`config.mk`:
```
export PLATFORM = sky130hd
export DESIGN_NAME = fbcpu_run_ctrl
export DESIGN_NICKNAME = d
export VERILOG_FILES = /design/src/rtl/fbcpu_pkg.sv /design/src/rtl/fbcpu_halt_detect.sv /design/src/rtl/fbcpu_run_ctrl.sv
export SDC_FILE = /design/constraint.sdc
export NUM_CORES = 1
export LEC_CHECK = 0
export CORE_MARGIN = 1.5
export CORE_UTILIZATION = 49
export DETAILED_ROUTE_END_ITERATION = 6
export GPL_TIMING_DRIVEN = 0
export PLACE_DENSITY = 0.95
export SYNTH_ARGS = -nofsm -noshare
export SYNTH_HDL_FRONTEND = slang
export SYNTH_HIERARCHICAL = 1
export SYNTH_SLANG_ARGS = --single-unit
```
`constraint.sdc`:
```
create_clock -name clk -period 4.5 [get_ports clk]
set_input_delay 0.45 -clock clk [delete_from_list [all_inputs] [get_ports clk]]
set_output_delay 0.45 -clock clk [all_outputs]
set_load 0.01 [all_outputs]
```
`src/rtl/fbcpu_pkg.sv`:
```
// Shared definitions for the FBCPU run/boot controller: default widths,
// instruction opcodes and the controller state encoding.
package fbcpu_pkg;

    localparam int DEF_ADDRESS_WIDTH = 6;
    localparam int DEF_DATA_WIDTH    = 10;
    localparam int DEF_CYC_W         = 16;
    localparam int DEF_MAX_RUN       = 1000;
    localparam int DEF_HALT_DETECT   = 8;
    localparam int PC_W              = 6;
    localparam int OPC_W             = 4;

    // Instruction word: opcode in the top OPC_W bits, operand address below.
    localparam logic [OPC_W-1:0] OP_LOAD  = 4'd0;
    localparam logic [OPC_W-1:0] OP_STORE = 4'd1;
    localparam logic [OPC_W-1:0] OP_ADD   = 4'd2;
    localparam logic [OPC_W-1:0] OP_SUB   = 4'd3;
    localparam logic [OPC_W-1:0] OP_MUL   = 4'd4;
    localparam logic [OPC_W-1:0] OP_JMP   = 4'd6;
    localparam logic [OPC_W-1:0] OP_JZ    = 4'd7;
    localparam logic [OPC_W-1:0] OP_NOP   = 4'd8;
    localparam logic [OPC_W-1:0] OP_HALT  = 4'd9;

    typedef enum logic [2:0] {
        ST_IDLE,
        ST_LOAD,
        ST_RUN,
        ST_DUMP_RD,
        ST_DUMP_WAIT,
        ST_DUMP_OUT
    } ctrl_state_t;

endpackage

```
`src/rtl/fbcpu_halt_detect.sv`:
```
// Declares the CPU halted once its PC has stayed unchanged for HALT_DETECT
// consecutive enabled cycles; i_start clears the PC shadow and the count.
module fbcpu_halt_detect import fbcpu_pkg::*; #(
    parameter int HALT_DETECT = DEF_HALT_DETECT
) (
    input  logic            clk,
    input  logic            rst,
    input  logic            i_start,
    input  logic            i_en,
    input  logic [PC_W-1:0] i_pc,
    output logic            o_halted
);

    localparam int CNT_W = $clog2(HALT_DETECT + 1);
    localparam logic [CNT_W-1:0] CNT_MAX = CNT_W'(HALT_DETECT);

    logic [PC_W-1:0]  r_pc_q;
    logic [CNT_W-1:0] r_stable_cnt;
    logic [CNT_W-1:0] w_stable_next;

    always_comb begin
        w_stable_next = '0;
        if (i_pc == r_pc_q) begin
            w_stable_next = (r_stable_cnt == CNT_MAX) ? r_stable_cnt : r_stable_cnt + 1'b1;
        end
        o_halted = i_en && (w_stable_next == CNT_MAX);
    end

    always_ff @(posedge clk) begin
        if (rst || i_start) begin
            r_pc_q       <= '0;
            r_stable_cnt <= '0;
        end else if (i_en) begin
            r_pc_q       <= i_pc;
            r_stable_cnt <= w_stable_next;
        end
    end

endmodule

```
`src/rtl/fbcpu_run_ctrl.sv`:
```
// Run/boot controller: owns the shared program RAM, streams programs in and
// RAM windows out for the host, and supervises CPU runs (halt/timeout/abort).
module fbcpu_run_ctrl import fbcpu_pkg::*; #(
    parameter int ADDRESS_WIDTH = DEF_ADDRESS_WIDTH,
    parameter int DATA_WIDTH    = DEF_DATA_WIDTH,
    parameter int CYC_W         = DEF_CYC_W,
    parameter int MAX_RUN       = DEF_MAX_RUN,
    parameter int HALT_DETECT   = DEF_HALT_DETECT
) (
    input  logic                     clk,
    input  logic                     rst,
    input  logic                     cmd_load,
    input  logic                     cmd_run,
    input  logic                     cmd_dump,
    input  logic                     cmd_abort,
    input  logic [ADDRESS_WIDTH-1:0] cmd_addr,
    input  logic [ADDRESS_WIDTH:0]   cmd_len,
    input  logic                     ld_valid,
    input  logic [DATA_WIDTH-1:0]    ld_data,
    output logic                     ld_ready,
    output logic                     dp_valid,
    output logic [DATA_WIDTH-1:0]    dp_data,
    input  logic                     dp_ready,
    output logic                     busy,
    output logic                     done_halt,
    output logic                     done_timeout,
    output logic [CYC_W-1:0]         run_cycles,
    output logic                     cpu_rst,
    input  logic [ADDRESS_WIDTH-1:0] cpu_mar,
    input  logic [DATA_WIDTH-1:0]    cpu_mdrin,
    input  logic                     cpu_ramwr,
    input  logic [PC_W-1:0]          cpu_pc,
    output logic [DATA_WIDTH-1:0]    cpu_mdrout,
    output logic [ADDRESS_WIDTH-1:0] ram_addr,
    output logic [DATA_WIDTH-1:0]    ram_wdata,
    output logic                     ram_we,
    input  logic [DATA_WIDTH-1:0]    ram_rdata
);

    localparam logic [ADDRESS_WIDTH:0] LEN_MAX = {1'b1, {ADDRESS_WIDTH{1'b0}}};
    localparam logic [CYC_W-1:0]       RUN_MAX = CYC_W'(MAX_RUN);

    ctrl_state_t              r_state;
    ctrl_state_t              w_next;
    logic [ADDRESS_WIDTH-1:0] r_addr;
    logic [ADDRESS_WIDTH:0]   r_remain;
    logic                     r_dp_valid;
    logic [DATA_WIDTH-1:0]    r_dp_data;
    logic                     r_done_halt;
    logic                     r_done_timeout;
    logic [CYC_W-1:0]         r_run_cycles;

    logic                     w_len_ok;
    logic                     w_last;
    logic [CYC_W-1:0]         w_cyc_next;
    logic                     w_timeout;
    logic                     w_halted;
    logic                     w_in_run;
    logic                     w_load_start;
    logic                     w_run_start;
    logic                     w_dump_start;
    logic                     w_ld_accept;
    logic                     w_dp_accept;

    assign w_len_ok   = (cmd_len != '0) && (cmd_len <= LEN_MAX);
    assign w_last     = (r_remain == {{ADDRESS_WIDTH{1'b0}}, 1'b1});
    assign w_cyc_next = r_run_cycles + 1'b1;
    assign w_timeout  = (w_cyc_next == RUN_MAX);
    assign w_in_run   = (r_state == ST_RUN);

    assign busy         = (r_state != ST_IDLE);
    assign dp_valid     = r_dp_valid;
    assign dp_data      = r_dp_data;
    assign done_halt    = r_done_halt;
    assign done_timeout = r_done_timeout;
    assign run_cycles   = r_run_cycles;

    fbcpu_halt_detect #(
        .HALT_DETECT(HALT_DETECT)
    ) u_halt_detect (
        .clk      (clk),
        .rst      (rst),
        .i_start  (w_run_start),
        .i_en     (w_in_run),
        .i_pc     (cpu_pc),
        .o_halted (w_halted)
    );

    always_ff @(posedge clk) begin
        if (rst) begin
            r_state <= ST_IDLE;
        end else begin
            r_state <= w_next;
        end
    end

    always_comb begin
        w_next       = r_state;
        w_load_start = 1'b0;
        w_run_start  = 1'b0;
        w_dump_start = 1'b0;
        w_ld_accept  = 1'b0;
        w_dp_accept  = 1'b0;
        ld_ready     = 1'b0;
        cpu_rst      = 1'b1;
        ram_addr     = r_addr;
        ram_wdata    = '0;
        ram_we       = 1'b0;
        cpu_mdrout   = '0;

        case (r_state)
            ST_IDLE: begin
                // The highest-priority asserted command wins even when its
                // length is invalid; it is then dropped rather than deferring.
                if (cmd_load) begin
                    if (w_len_ok) begin
                        w_load_start = 1'b1;
                        w_next       = ST_LOAD;
                    end
                end else if (cmd_run) begin
                    w_run_start = 1'b1;
                    w_next      = ST_RUN;
                end else if (cmd_dump) begin
                    if (w_len_ok) begin
                        w_dump_start = 1'b1;
                        w_next       = ST_DUMP_RD;
                    end
                end
            end
            ST_LOAD: begin
                ld_ready  = 1'b1;
                ram_wdata = ld_data;
                if (ld_valid) begin
                    ram_we      = 1'b1;
                    w_ld_accept = 1'b1;
                    if (w_last) begin
                        w_next = ST_IDLE;
                    end
                end
            end
            ST_RUN: begin
                cpu_rst    = 1'b0;
                ram_addr   = cpu_mar;
                ram_wdata  = cpu_mdrin;
                ram_we     = cpu_ramwr;
                cpu_mdrout = ram_rdata;
                if (w_halted || w_timeout || cmd_abort) begin
                    w_next = ST_IDLE;
                end
            end
            ST_DUMP_RD: begin
                w_next = ST_DUMP_WAIT;
            end
            ST_DUMP_WAIT: begin
                w_next = ST_DUMP_OUT;
            end
            ST_DUMP_OUT: begin
                if (dp_ready) begin
                    w_dp_accept = 1'b1;
                    w_next      = w_last ? ST_IDLE : ST_DUMP_RD;
                end
            end
            default: begin
                w_next = ST_IDLE;
            end
        endcase
    end

    always_ff @(posedge clk) begin
        if (rst) begin
            r_addr         <= '0;
            r_remain       <= '0;
            r_dp_valid     <= 1'b0;
            r_dp_data      <= '0;
            r_done_halt    <= 1'b0;
            r_done_timeout <= 1'b0;
            r_run_cycles   <= '0;
        end else begin
            if (w_load_start || w_dump_start) begin
                r_addr   <= cmd_addr;
                r_remain <= cmd_len;
            end
            if (w_ld_accept || w_dp_accept) begin
                r_addr   <= r_addr + 1'b1;
                r_remain <= r_remain - 1'b1;
            end
            if (r_state == ST_DUMP_WAIT) begin
                r_dp_data  <= ram_rdata;
                r_dp_valid <= 1'b1;
            end
            if (w_dp_accept) begin
                r_dp_valid <= 1'b0;
            end
            if (w_run_start) begin
                r_run_cycles   <= '0;
                r_done_halt    <= 1'b0;
                r_done_timeout <= 1'b0;
            end
            if (w_in_run) begin
                r_run_cycles <= w_cyc_next;
                if (w_halted) begin
                    r_done_halt <= 1'b1;
                end else if (w_timeout) begin
                    r_done_timeout <= 1'b1;
                end
            end
        end
    end

endmodule

```
# Word level (Yosys, flattened, before mapping)
# Cells that the tools add are included.
# classes
n_addsub,4
mul,0
n_div,0
n_lt_le_gt_ge,1
eq_ne,17
n_shift,0
n_mux,46
bitwise_logic,0
reduce_logical,14
# ops
operator,count
16-bit two-way mux,2
3-bit two-way mux,9
1-bit two-way mux,23
10-bit case mux with 2 select lines,1
6-bit two-way mux,3
3-bit case mux with 6 select lines,1
16-bit by 1-bit adder with 16-bit output (second input constant),1
16-bit by 10-bit == test with 1-bit output (second input constant),1
7-bit two-way mux,2
10-bit two-way mux,1
4-bit == test (second input constant),2
4-bit two-way mux,2
2-bit inequality test (second input constant),4
7-bit by 1-bit == test with 1-bit output (second input constant),1
7-bit less-or-equal comparator (second input constant),1
7-bit AND reduction,1
7-bit nonzero test,1
7-bit by 1-bit subtractor with 7-bit output (second input constant),1
6-bit by 1-bit adder with 6-bit output (second input constant),1
3-bit by 2-bit == test with 1-bit output (second input constant),2
3-bit == test (second input constant),2
6-bit == test,1
3-bit inequality test (second input constant),2
1-bit logical OR,5
10 further kinds,12
# word_totals
reg_bits,55
latchBits,0
ramBits,0
mem_bits_ro,0
in_bits,64
output_inout_bits,59
elab_cells,92
mem_count,0

# Logic depth before layout (Yosys ltp)
# logic_depth
ltp_word,10
depth_mapped,11
depth_no_buf,9

# By module
# Netlist, hierarchy kept.
# modules_own_cells
mod,n_inst,cells_each,area_per_inst_um2,seq_area_each_um2
fbcpu_run_ctrl,1,379,2940.3,900.9
fbcpu_halt_detect,1,58,548.0,200.2

# Worst setup path before layout
# Ideal clock, no wire load.
# synth_timing
path_type,reg2reg
start,register r_state[2]
end,"register r_done_timeout, in the netlist done_timeout"
setup_time_ns,0.117
t_arrival_ns,2.278
required_time_ns,4.383
setup_slack_ns,2.105
stages_incl_launch_ff,11
n_path_buf,3
synth_period_minus_slack_ns,2.395
path_cell_list,dfxtp_1 > buf_6 > or3b_2 > inv_1 > buf_1 > buf_4 > and3_4 > and2_1 > and4b_1 > nor3_1 > a32o_1
# synth_via
elab_cells_between_ends,8
classes_between,1 x eq/ne; 5 x mux; 2 x reduce/logical
# synth_rtl
element,line,source
"start, declared",fbcpu_run_ctrl.sv:43,ctrl_state_t r_state;
"start signal, assigned",fbcpu_run_ctrl.sv:93,r_state <= w_next;
3-bit by 2-bit == test with 1-bit output,fbcpu_run_ctrl.sv:69,assign w_in_run = (r_state == ST_RUN);
net w_in_run,fbcpu_run_ctrl.sv:58,logic w_in_run;
1-bit logical AND,fbcpu_halt_detect.sv:26,o_halted = i_en && (w_stable_next == CNT_MAX);
net w_halted,fbcpu_run_ctrl.sv:57,logic w_halted;
1-bit two-way mux,fbcpu_run_ctrl.sv:201,if (w_halted) begin
1-bit two-way mux,fbcpu_run_ctrl.sv:199,if (w_in_run) begin
"end signal, assigned",fbcpu_run_ctrl.sv:176,r_done_timeout <= 1'b0;
"end signal, assigned",fbcpu_run_ctrl.sv:197,r_done_timeout <= 1'b0;
"end signal, assigned",fbcpu_run_ctrl.sv:204,r_done_timeout <= 1'b1;
"end, declared",fbcpu_run_ctrl.sv:50,logic r_done_timeout;
# The timed path passes the listed nets, and every way through them passes these cells.
# A chain may end at the register's enable or synchronous reset.

# Worst setup path in the final report
# layout_timing
start,register r_state[2]
end,output ram_wdata[2]
# layout_via
elab_chain_len,2
elab_cells_between_ends,3
classes_between,2 x eq/ne; 1 x mux
# layout_rtl
element,line,source
3-bit by 2-bit == test with 1-bit output / 3-bit by 1-bit == test with 1-bit output (equally long branches),fbcpu_run_ctrl.sv:111,case (r_state)
10-bit case mux with 2 select lines *,fbcpu_run_ctrl.sv:111,
"end, declared",fbcpu_run_ctrl.sv:35,"output logic [DATA_WIDTH-1:0] ram_wdata,"
# Mark *: on every way between the ends. The rest lies on a longest branch, timed or not.

==> summary.md <==
| Metric | Value |
|---|---|
| Status | `finished clean` |
| Unrepaired setup endpoints after global routing | `no` |
| Layout filler cell count | `557` |
| Synth Flop Type | `dfxtp_1` |
| IO Count | `between 100 and 150` |
| Global-route wire length before repair | `16.99 mm` |
| Synth warn | `6` |
| Worst-path fanout max | `10` |
| Placer Congestion | `0.8864` |
| Max transition margin | `56.88%` |
| Setup Buffers After CTS | `0` |
| Post-synth top area share | `between 30% and 40%` |
| Slowest-stage cell, CP | `clkdlybuf4s50_1` |
| Yosys top cell by area | `dfxtp_1` |
| Total gr overflow | `0` |
| Crit path capture type | `output pin` |
| Final min period | `3140 ps` |
| DRC Markers | `0` |
| Async SR Flop Fraction | `0%` |
| Die ar. | `0.007634 mm^2` |
| DRT iter0 DRCs | `256` |
| F_max | `318.4 MHz` |
| Nets@finish | `between 600 and 700` |
| Setup TNS | `0 ps` |
| Synth Register Bits | `55` |
| Reg clk slew, reported paths | `110 ps` |
| # hold bufs at CTS | `0` |
| WP data arrival | `2690 ps` |
| CTS Buf Count | `5` |
| GR Util All Layers | `27.84%` |
| Fin. Hold Viols | `0` |
| Final critical-path share of the clock period | `69.79%` |
| Max clock buf depth | `2` |
| Fin area | `around 0.0049 mm^2` |
| Starting Density | `between 50% and 60%` |
| N_diodes | `0` |
| Cells after Synth | `~440` |
| Critical path cell sequence | `buf_6, or3b_2, inv_1, clkbuf_1, a22o_1, clkdlybuf4s50_1` |
| Number of synthesized flops with an enable pin | `0` |
| Initial antenna violation count | `0` |
| Max Slew Vio Count | `0` |
| Dominant delay contributor by cell family on the critical path | `buffers and inverters` |
| MaxCap Viol Count | `0` |
| Worst slew pin tran | `roughly 650 ps` |
| Worst skew pair latency | `320 ps` |
| Vias in the first global route | `3681` |
| DPL Wire Length | `8.133 mm` |
| Pin count of the biggest net entering global routing | `17` |
| Post-CTS sizing | `0` |
| Placed insts | `roughly 660` |
| WL final | `about 11 mm` |
| Core area | `between 0.006 and 0.007 mm^2` |
| Htree depth | `2` |
| ANT nets after route | `0` |
| Vias | `between 3k and 4k` |
| Die Ht | `87.38 um` |
| Fin util | `between 70% and 80%` |
| First-pass DRT Iterations | `5` |
| Cell area after synthesis | `0.003488 mm^2` |
| Clock sinks | `between 50 and 60` |
| Layout area overhead | `41.82%` |
| CTS tree | `built` |
| Final setup skew | `14.85 ps` |
| Post-synthesis cell type count | `72` |
| Setup CP Type | `flop to output pin` |
| Area contributors post-synth | `dfxtp_1 (32%), nor2_1 (6.2%), mux2i_1 (5.5%)` |
| Max stage delay on crit path | `530 ps` |
| Finish-stage setup viols | `0` |
| Die Wd | `between 80 and 90 um` |
| Startpoint types | `flop` |
| Area after DPL | `0.004830 mm^2` |
| Via/cell ratio | `5.917` |
| IO Port Bufs | `122` |
| Final cell count without fillers | `663` |
| Hold/Removal Path Class | `flop to flop` |
| Average size of a mapped cell | `7.982 um^2` |
| Syn Nets | `508` |
| Register area share after synthesis | `31.56%` |
| Pwr Density | `320.4 mW/mm^2` |
| Tot Pwr | `1.585 mW` |
| FP Rows | `30` |
| P_leak | `approximately 1.8 nW` |
| WP data required | `a little over 4000 ps` |
| Worst VDD drop | `0.2074 mV` |
| WL/cell | `between 15 and 20 um` |
| CTS Root Cell | `clkbuf_8` |
| Crit path buf inv count | `4` |
| Share of post-route cells with drive strength above 1 | `8.289%` |
cell usage after synthesis (3+ instances only):
master     n
a211oi_1   4
a311oi_1   5
dfxtp_1   55
or3_1      4
nand2_1   37
buf_6      3
a22oi_1    3
mux2i_1   19
and2_1    16
ha_1       7
buf_1      3
a21oi_1   34
buf_2     10
xnor2_1   10
nor3_1    15
inv_1      8
nand3b_1   5
clkbuf_1  14
a32o_1     4
o21ai_1    3
a22o_1    12
nor2_1    58
a31oi_1    3
nor4_1     3
o21ai_0   17
nand3_1   17
nand4_1    9
nor3b_1    3
cell type report:
| cell class | instances | area, um^2 | area share [%] |
|---|---|---|---|
| multi-input combinational | 341 | 2175 | 43.96 |
| timing repair buffer | 122 | 1221 | 24.68 |
| sequential | 55 | 1101 | 22.26 |
| buffer | 33 | 182.7 | 3.692 |
| tap | 96 | 120.1 | 2.428 |
| clock buffer | 6 | 82.58 | 1.669 |
| clock inverter | 2 | 35.03 | 0.7081 |
| inverter | 8 | 30.03 | 0.6070 |
per-stage QoR:
stage / hold WS (ps) / setup WS (ps)
floorplan: 456.7 / 2105
global placement: 471.3 / 1751
detailed placement: 485.6 / 1705
CTS: 507.6 / 1368
global route: 534.9 / 1261
finish: 503.5 / 1360
worst reg2reg max path: stages (launching register included):
cell and delay (ps):
dfxtp_1 320, buf_6 130, or3b_2 470, inv_1 190, buf_1 430, buf_4 280, and3_4 220, and2_1 130
and4b_1 260, nor3_1 80, a32o_1 220
registers in the layout (all words and copies together), names as in the netlist:
register / count
done_halt: 1
done_timeout: 1
dp_data: 10
dp_valid: 1
r_addr: 6
r_remain: 7
r_state: 3
run_cycles: 16
u_halt_detect/r_pc_q: 6
u_halt_detect/r_stable_cnt: 4
where the power goes:
part           total (mW)  switching, mW  internal [mW]  leakage [nW]
logic               0.669          0.338          0.331          1.26
registers           0.566         0.0408          0.525         0.446
clock network       0.350          0.170          0.181        0.0612
total                1.59          0.549           1.04          1.77
cells by family after synthesis:
kind of cell | count (synthesis) | share of synthesized area, %
AO/OA/AOI/OAI | 104 | 20.66
XOR/XNOR | 11 | 2.762
adder cells (fa/ha/maj) | 7 | 2.511
buffers and inverters | 41 | 6.098
flip-flops | 55 | 31.56
multiplexers | 21 | 6.097
AND/OR/NAND/NOR | 198 | 30.31
path summary, 6_finish.rpt:
path | from | to | slack, ps | cells after the start
worst max-delay path | r_state[2] | ram_wdata[2] | 1360 | 6
worst min-delay path | dp_data[0] | dp_data[0] | 500 | 2
worst max register to register | r_state[2] | done_timeout | 1670 | 10
worst min register to register | dp_data[0] | dp_data[0] | 500 | 2
layer usage:
layer | wire length [um] | global-route usage [%] | vias to the layer above
li1 | - | - | 1842
met1 | 4209 | 32.17 | 1829
met2 | 5390 | 49.51 | 221
met3 | 951 | 5.782 | 31
met4 | 281 | 11.69 | 0
met5 | 0 | 0 | -
placed cells by master (no fill, tap or decap), types with 15 or more instances in the layout:
cell type	count
nand2_1	37
dfxtp_1	55
nor2_1	58
a21oi_1	34
mux2i_1	19
nor3_1	15
clkdlybuf4s50_1	122
nand3_1	17
and2_1	16
o21ai_0	17
No activity file was read; power rests on OpenSTA's default activity.
